**src/rtl/mem_loader.sv**
```systemverilog
// Bus initiator that bulk-loads a valid/ready word stream into data RAM and reports
// the checksum (or an error code) to the segment register. Optional read-back verify: LOADER_VERIFY_EN.
module mem_loader #(
  parameter int unsigned        ADDR_W   = 15,
  parameter logic [ADDR_W-1:0]  SEG_ADDR = 15'h4000,
  parameter logic [15:0]        ERR_CODE = 16'hEEEE,
  localparam int unsigned       DATA_W   = 16,
  localparam int unsigned       LEN_W    = 14
) (
  input  logic              clk,
  input  logic              rst,
  input  logic              start,
  input  logic [LEN_W-1:0]  len,
  input  logic [DATA_W-1:0] s_data,
  input  logic              s_valid,
  output logic              s_ready,
  output logic [DATA_W-1:0] m_in,
  output logic [ADDR_W-1:0] m_addr,
  output logic              m_wEna,
  input  logic [DATA_W-1:0] m_out,
  output logic              busy,
  output logic              done,
  output logic              err,
  output logic [DATA_W-1:0] sum
);

  typedef enum logic [2:0] {IDLE, LOAD, VERIFY, CHECK, SEG, DONE} stateT;

  stateT             state, stateNext;
  logic [LEN_W-1:0]  lenQ, lenNext;
  logic [LEN_W-1:0]  ptr, ptrNext, ptrInc;
  logic [DATA_W-1:0] sumNext;
  logic [DATA_W-1:0] mInNext;
  logic [ADDR_W-1:0] mAddrNext;
  logic              mWEnaNext;
  logic              sReadyNext;
  logic              busyNext;
  logic              doneNext;
  logic              handshake;

`ifdef LOADER_VERIFY_EN
  logic [LEN_W-1:0]  rdPtr, rdPtrNext;
  logic [DATA_W-1:0] chk, chkNext;
  logic              addrVld, addrVldNext;
  logic              dataVld;
  logic              errNext;
`else
  logic              unusedBits;
  assign unusedBits = ^m_out;
  assign err        = 1'b0;
`endif

  assign handshake = s_ready & s_valid;
  assign ptrInc    = ptr + LEN_W'(1);

  // State and registered bus/status outputs
  always_ff @(posedge clk) begin
    if (rst) begin
      state   <= IDLE;
      lenQ    <= '0;
      ptr     <= '0;
      sum     <= '0;
      m_in    <= '0;
      m_addr  <= '0;
      m_wEna  <= 1'b0;
      s_ready <= 1'b0;
      busy    <= 1'b0;
      done    <= 1'b0;
    end else begin
      state   <= stateNext;
      lenQ    <= lenNext;
      ptr     <= ptrNext;
      sum     <= sumNext;
      m_in    <= mInNext;
      m_addr  <= mAddrNext;
      m_wEna  <= mWEnaNext;
      s_ready <= sReadyNext;
      busy    <= busyNext;
      done    <= doneNext;
    end
  end

`ifdef LOADER_VERIFY_EN
  // Read-back pipeline: issue -> address on bus -> data on m_out
  always_ff @(posedge clk) begin
    if (rst) begin
      rdPtr   <= '0;
      chk     <= '0;
      addrVld <= 1'b0;
      dataVld <= 1'b0;
      err     <= 1'b0;
    end else begin
      rdPtr   <= rdPtrNext;
      chk     <= chkNext;
      addrVld <= addrVldNext;
      dataVld <= addrVld;
      err     <= errNext;
    end
  end
`endif

  // Next state and next registered outputs
  always_comb begin
    stateNext = state;
    lenNext   = lenQ;
    ptrNext   = ptr;
    sumNext   = sum;
    mInNext   = m_in;
    mAddrNext = m_addr;
    mWEnaNext = 1'b0;
    doneNext  = 1'b0;
`ifdef LOADER_VERIFY_EN
    rdPtrNext   = rdPtr;
    chkNext     = dataVld ? chk + m_out : chk;
    addrVldNext = (state == VERIFY) && (rdPtr != lenQ);
    errNext     = err;
`endif

    case (state)
      IDLE: begin
        mAddrNext = '0;
        mInNext   = '0;
        if (start) begin
          lenNext   = len;
          ptrNext   = '0;
          sumNext   = '0;
`ifdef LOADER_VERIFY_EN
          rdPtrNext = '0;
          chkNext   = '0;
          errNext   = 1'b0;
`endif
          stateNext = (len == '0) ? SEG : LOAD;
        end
      end

      LOAD: begin
        if (handshake) begin
          mAddrNext = ADDR_W'(ptr);
          mInNext   = s_data;
          mWEnaNext = 1'b1;
          sumNext   = sum + s_data;
          ptrNext   = ptrInc;
          if (ptrInc == lenQ) begin
`ifdef LOADER_VERIFY_EN
            stateNext = VERIFY;
`else
            stateNext = SEG;
`endif
          end
        end
      end

`ifdef LOADER_VERIFY_EN
      VERIFY: begin
        if (rdPtr != lenQ) begin
          mAddrNext = ADDR_W'(rdPtr);
          rdPtrNext = rdPtr + LEN_W'(1);
        end
        // Leave once the final read's data has been folded into chk
        if ((rdPtr == lenQ) && !addrVld && dataVld) begin
          stateNext = CHECK;
        end
      end

      CHECK: begin
        mAddrNext = SEG_ADDR;
        mWEnaNext = 1'b1;
        if (chk == sum) begin
          mInNext = sum;
        end else begin
          mInNext = ERR_CODE;
          errNext = 1'b1;
        end
        stateNext = DONE;
      end
`endif

      SEG: begin
        mAddrNext = SEG_ADDR;
        mInNext   = sum;
        mWEnaNext = 1'b1;
        stateNext = DONE;
      end

      DONE: begin
        mAddrNext = '0;
        doneNext  = 1'b1;
        stateNext = IDLE;
      end

      default: stateNext = IDLE;
    endcase

    sReadyNext = (stateNext == LOAD);
    busyNext   = (stateNext != IDLE) || (state == DONE);
  end

endmodule
```
**config.mk**
```make
export PLATFORM = sky130hd
export DESIGN_NAME = mem_loader
export DESIGN_NICKNAME = d
export VERILOG_FILES = /design/src/rtl/mem_loader.sv
export SDC_FILE = /design/constraint.sdc
export NUM_CORES = 1
export LEC_CHECK = 0
export CAP_MARGIN = 20
export CORE_MARGIN = 3
export CORE_UTILIZATION = 45
export DETAILED_ROUTE_END_ITERATION = 7
export PLACE_DENSITY = 0.76
export SLEW_MARGIN = 10
export SYNTH_ARGS = -nofsm -noshare
export SYNTH_HDL_FRONTEND = slang
export SYNTH_SLANG_ARGS = --single-unit
```
**constraint.sdc**
```tcl
create_clock -name clk -period 2.55 [get_ports clk]
set_input_delay 0.3825 -clock clk [delete_from_list [all_inputs] [get_ports clk]]
set_output_delay 0.3825 -clock clk [all_outputs]
set_load 0.03 [all_outputs]
```
==> Word-level counts from Yosys, hierarchy flattened <==
Cells that the tools add are included.
{ "word_totals": {"output_inout_bits": 52, "regBits": 82, "wordCells": 50} }
{ "classes": {"bitwise": 1, "n_mux": 18, "n_eq_ne": 7, "n_reduce_logical": 12, "n_addsub": 2} }
{ "ops": {"columns": ["cell", "count"], "rows": [
  ["2-to-1 mux 16 bit", 3],
  ["one-hot mux 16 bit (3 select lines)", 1],
  ["one-hot mux 15 bit (3 select lines)", 1],
  ["one-hot mux 16 bit (2 select lines)", 1],
  ["2-to-1 mux 14 bit", 2],
  ["one-hot mux 14 bit (2 select lines)", 1],
  ["adder 16 bit", 1],
  ["2-to-1 mux 15 bit", 1],
  ["adder 14 x 1 -> 14 bit (second input constant)", 1],
  ["== test 14 bit", 1],
  ["zero test 14 bit", 1],
  ["2-to-1 mux 3 bit", 4],
  ["one-hot mux 3 bit (3 select lines)", 1],
  ["nonzero test 3 bit", 3],
  ["== test 3 x 1 -> 1 bit (second input constant)", 2],
  ["== test 3 bit (second input constant)", 2],
  ["AND reduction 2 bit", 3],
  ["!= test 2 bit (second input constant)", 2],
  ["zero test 3 bit", 1],
  ["AND reduction 3 bit", 1],
  ["2-to-1 mux 1 bit", 2],
  ["one-hot mux 1 bit (2 select lines)", 1],
  ["nonzero test 2 bit", 1],
  ["OR reduction 2 bit", 1],
  ["other kinds (2)", 2]
]} }

==> Depth between registers and ports, before layout <==
{ "depth": {"ltp_word": 7, "mapped_depth": 9, "depth_no_buf": 9} }

==> Least setup slack after synthesis <==
Ideal clock, no wire load.
{ "synth_path": {"path_kind": "register to register", "from": "register sum[0]", "to": "register sum[14]", "slack_ns": -0.047, "stages_incl_launch_ff": 10, "setup_time_ns": 0.117, "required_time_ns": 2.433, "t_arrival_ns": 2.480, "path_cell_list": "dfxtp_1 ha_1 fa_1 a211o_1 a21o_1 a211o_1 a211oi_2 a21oi_1 xor2_1 a22o_1"} }
{ "synth_between": {"elab_chain_len": 3} }
{ "synth_lines": {"columns": ["item", "line", "rtl"], "rows": [
  ["from (decl)", "24", "output logic [DATA_W-1:0] sum"],
  ["from (signal assigned)", "73", "sum <= sumNext;"],
  ["adder 16 bit", "141", "sumNext = sum + s_data;"],
  ["2-to-1 mux 16 bit", "137", "if (handshake) begin"],
  ["one-hot mux 16 bit (2 select lines)", "119", "case (state)"]
]} }
Every way passes these cells. The select of a mux whose other input is x is not followed.
A chain may end at the register's enable or synchronous reset.

==> Worst setup path in the final report <==
Same ends and word-level chain as after synthesis.

==> run summary <==
library cells used by synthesis: 54
slew of the pin with the lowest slew margin: 775 ps
average size of a mapped cell: 8.19 um^2
Port-buffer cells: 84
ys async rst share: 0
Post-synth top cells: dfxtp_1, nor2_1, nand2_1, a21oi_1, a22oi_1
count of final hold-check violations: 0
Mapped Area: 4310 um^2
drt via density: 5.60
area delta synth->final: 31.0%
largest net degree at the start of global routing: 43
nature of the critical path endpoint: flip-flop
Setup Viol. Count Final: 0
worst vdd ir: 231 uV
cts bufs inserted: 9
Non-Filler Instances: 751
wire length of the first global-routing pass: 19300 um
Final Core Density: 0.608
fmax: 396 MHz
Rows: 35
Worst Path Required: 2800 ps
DR vias: 4207
crit-path max FO: 2
worst setup slack after layout: 23.2 ps
layout cells sized above 1: 0.108
CTS tree: done
Max-cap violations: 0
power per cell area: 464 nW/um^2
count leader, synth: dfxtp_1
Data arrival, critical path: 2780 ps
CP startpoint kind: flip-flop
Lkg Pwr: 2.10 nW
insertion delay to the later sink of the worst-skew pair: 360 ps
CTS Root Cell: clkbuf_8
Synth Area in Adders: 0.0511
Min-Delay Path Class: reg -> reg
DP HPWL: 8280 um
Post-Synthesis Cells: 526
initial antenna violation count: 0
Setup TNS Final: 0 ps
simple-gate share of the synthesized area: 0.212
Compound-Gate Fraction of Synth Area: 0.245
Worst-path clk slew: 70 ps
Ys Warns: 0
count of pins over their slew limit: 0
headroom to the max-slew limit: 0.481
mux cell area share after synthesis: 0.00465
# DRC: 0
synth top area cells: dfxtp_1, a21oi_1, nor2_1
RSZ-0062 raised after global routing: yes
I/O pin total: 102
most frequently used flop master after synthesis: dfxtp_1
Seq cells post-synth: 82
clock buffer depth: 2
Setup CP Type: reg -> reg
Die ar.: 10800 um^2
First-pass DRT Iterations: 5
starting density of the core: 0.464
DP Worst Slack: -524 ps
Routed Wire Length: 11600 um
drt wl/cell: 15.4 um
DRT antenna net count: 0
total track usage: 0.215
die width: 104 um
dpl cells: 732
Overflow after GRT: 0
top cell type's share of synthesized area: 0.381
largest family of logic cells by synthesized area: compound AO/OA/AOI/OAI gates
status: completed
Tcrit/Tclk final: 0.991
htree depth: 3
Yosys top cell by area: dfxtp_1
First DRT Iteration DRCs: 320
Nets: 684
antenna diode count: 0
CTS sink cnt: 82
Final Wtd Congestion: 0.859
core area: 9280 um^2
crit path time final: 2530 ps
die height: 104 um
xor-xnor portion of the synthesized cell area: 0.0610
number of enable flip-flop cells after synthesis: 0
vias in the first global route: 4006
Layout Skew: 10.8 ps
register area share after synthesis: 0.381
## kinds of logic (layout without fill, tap and decap cells)
logic type / count (synthesis) / count (layout)
multiplexers: 2 / 2
buffers and inverters: 43 / 138
flip-flops: 82 / 82
AO/OA/AOI/OAI: 161 / 161
other: 1 / 2
adder cells (fa/ha/maj): 17 / 17
AND/OR/NAND/NOR: 190 / 190
XOR/XNOR: 30 / 30
## flip-flops by register name (all words and copies together) (netlist names)
signal,count
lenQ,14
sum,16
m_wEna,1
busy,1
m_in,16
m_addr,15
ptr,14
done,1
s_ready,1
state,3
## report_power, final
part	total (W)	switching (W)	internal [W]
clock	0.000978	0.000473	0.000505
sequential	0.00133	0.0000214	0.00131
combinational	0.000313	0.000173	0.000140
## critical path, stage by stage (launching register included)
cell      delay [ps]
dfxtp_2          340
ha_4             160
fa_2             340
a211o_1          290
a21o_1           210
a211o_1          360
a211oi_4         270
a21oi_2          110
xor2_1           160
a22o_1           180
## area by class of cell
type / instances / area (um^2)
Clock buffer: 12 / 155
Clock inverter: 4 / 50.0
Fill cell: 844 / 3640
Inverter: 6 / 22.5
Multi-Input combinational cell: 402 / 2530
Sequential cell: 82 / 1640
Tap cell: 129 / 161
Timing Repair Buffer: 116 / 1080
## layout by cell type (no fill, tap or decap), types with 3 or more instances in the layout
cell type and count:
a211oi_1 21, a21o_1 3, a21oi_1 53, a22o_1 7, a22oi_1 30, a31oi_1 4
and3_1 4, buf_4 31, clkbuf_8 11, clkdlybuf4s50_1 81, dfxtp_1 81, ha_1 14
inv_1 6, nand2_1 59, nand3_1 13, nand4_1 8, nor2_1 62, nor2b_1 8
nor3_1 10, nor4_1 6, o21a_1 3, o21ai_0 18, o21bai_1 4, or3_1 6
xnor2_1 21, xor2_1 9
## repair_timing
action / 4_1_cts / 5_1_grt
pin swaps: 6 / 7
setup endpoints to repair: 2 / 3
hold buffers: 0 / 0
gates resized for setup: 5 / 3
buffers inserted: 3 / 0
## layer usage
metal / share of wire / wire (um) / track usage
met4: 0.022 / 250 / 0.0826
met5: 0 / 0 / 0
met1: 0.47 / 5400 / 0.292
met3: 0.057 / 660 / 0.0393
met2: 0.45 / 5240 / 0.340
## stage by stage
step,cell area [um^2],total power [W],hold WS [ps]
6_report,5640,0.00262,473
4_1_cts,5610,0.00263,475
2_1_floorplan,4320,0.00153,448
3_3_place_gp,5360,0.00166,457
3_5_place_dp,5370,0.00167,465
5_1_grt,5640,0.00272,499
## final timing paths
path,end,cells past startpoint,slack (ps),startpoint
worst max-delay path,sum[14]$_SDFFE_PP0P_,9,20,sum[0]$_SDFFE_PP0P_
worst min-delay path,lenQ[3]$_SDFFE_PP0P_,2,470,lenQ[3]$_SDFFE_PP0P_
worst max register to register,sum[14]$_SDFFE_PP0P_,9,20,sum[0]$_SDFFE_PP0P_
worst min register to register,lenQ[3]$_SDFFE_PP0P_,2,470,lenQ[3]$_SDFFE_PP0P_
Note: power is estimated with default switching activity, not from simulation.
==> edit: new RTL, config.mk and constraints unchanged <==
Build with the macro `LOADER_VERIFY_EN` defined.
--- a/src/rtl/mem_loader.sv
+++ b/src/rtl/mem_loader.sv
@@ -1,5 +1,7 @@
 // Bus initiator that bulk-loads a valid/ready word stream into data RAM and reports
 // the checksum (or an error code) to the segment register. Optional read-back verify: LOADER_VERIFY_EN.
+`define LOADER_VERIFY_EN
+
 module mem_loader #(
   parameter int unsigned        ADDR_W   = 15,
   parameter logic [ADDR_W-1:0]  SEG_ADDR = 15'h4000,
Behaviour: not the same (a bounded check fails within 4 cycles, from zero or initial values and one cycle with rst high).
==> edit against the original RTL <==
Routed wire length grew 81%. Synthesized area grew 56%. Total power up 100%. Critical path depth down 1. Sequential cell count is 33 higher. Clock power increased to 2.6 times the old value. Global-route usage increased by 4.1 points. Combinational power rose to 2.7 times the old value. Cell count increased by 63%. Die area increased by 53%. Worst setup slack improved by 0.059 ns. Largest cell class unchanged. Design area grew 66%. Highest routed layer unchanged.
==> edit: results (changes against the original RTL) <==
finish:
  drive_gt1_share_pct: 16.97  # +6.2 points
  nClkBuffers: 23  # +11
  num-multi-input-gates: 669  # +66%
  num-nets-final: 1108  # +62%
  clockNetworkAreaShare_pct: 6.656  # +3.0 points
  reg_top3: "chk x16, m_in x16, sum x16"
  fillers: 1220  # +45%
  buffers: 214  # +84%
  seq_share_pct: 24.66  # -4.5 points
  syn_to_final_growth_pct: 38.92
power_and_ir_drop:
  total_power_mw: 5.260  # +100%
  leakage_nw: 3.943  # +88%
  powerClk_mw: 2.50  # +160%
  sw_frac_of_total_pct: 26.35  # +0.85 points
  ir_worst_vdd_mv: 0.5515  # +140%
  p_seq_share_pct: 36.2  # -14 points
grt:
  grt_usage_pct: 25.61  # +4.1 points
  grt_max_degree: 92  # +110%
  grt_first_pass_wirelength_mm: 33.95  # +76%
  grt_pass1_vias: 6835  # +71%
clocking:
  clk_latency_ns: 0.42  # +0.06 ns
  root_buffer: "clkbuf_16"
  ctsResizeCount: 3  # -2
  cts_buffers: 17  # +8
  htreeDepth: 4  # +1
  post_cts_buffers: 0  # -3
worst_hold_path:
  hold_start: "rst"
  hold_depth: 4  # +2
  holdPathEnd: "chk[13]"
setup_path:
  reg2reg_slack_ns: 0.08  # +0.06 ns
  crit_slowest_cell: "or4_4"
  ff2ff_path_depth: 8  # -1
  r2r_end: "s_ready"
synth:
  ys_seq_area_share_pct: 34.16  # -3.9 points
  syn_inst: 841  # +60%
  yosysUniqueCellTypes: 56  # +3.7%
  ys_top_cells_by_area: "dfxtp_1 (34%), nor2_1 (6.6%), a21oi_1 (6.3%)"
place:
  dp_slack_ns: -0.4116  # +0.1121 ns
  dp_cells: 1187  # +62%
  io_buffers: 101  # +20%
  place_congestion: 0.9487  # +10%
  dpl_cell_area_um2: 8643  # +61%
sta:
  fin_hold_ws_ns: 0.3967  # -0.07678 ns
  fmax_mhz: 405.2  # +2.4%
  finalClockSkew_ns: 0.008683  # -0.002082 ns
drt:
  drtIter0Drc: 654  # +100%
  wirelength_mm: 20.92  # +81%
outcome:
  status: "complete, no violations"
edit: changes by cell type in the layout (fill, tap and decap cells not counted), moves of 29 or more:
| cell | unedited run | this run |
|---|---|---|
| xor2_1 | 9 | 46 |
| nor2_1 | 62 | 118 |
| buf_4 | 31 | 112 |
| dfxtp_1 | 81 | 110 |
| a21oi_1 | 53 | 83 |
edit: cell families (layout without fill, tap and decap cells):
kind of cell	after synthesis	in the layout	share of synthesized area, %
AO/OA/AOI/OAI	228	228	21.37
XOR/XNOR	81	81	10.53
adder cells (fa/ha/maj)	34	34	6.535
buffers and inverters	57	253	3.342
flip-flops	115	115	34.16
multiplexers	14	14	2.098
AND/OR/NAND/NOR	312	312	21.96
edit: metal layers:
layer	share of wire (%)	GRT usage (%)	wire, um	vias to the layer above
li1	-	-	-	3395
met1	42	32.27	8712	3290
met2	49	43.18	10240	269
met3	7.1	5.106	1486	41
met4	2.3	9.925	475	0
met5	0	0	0	-
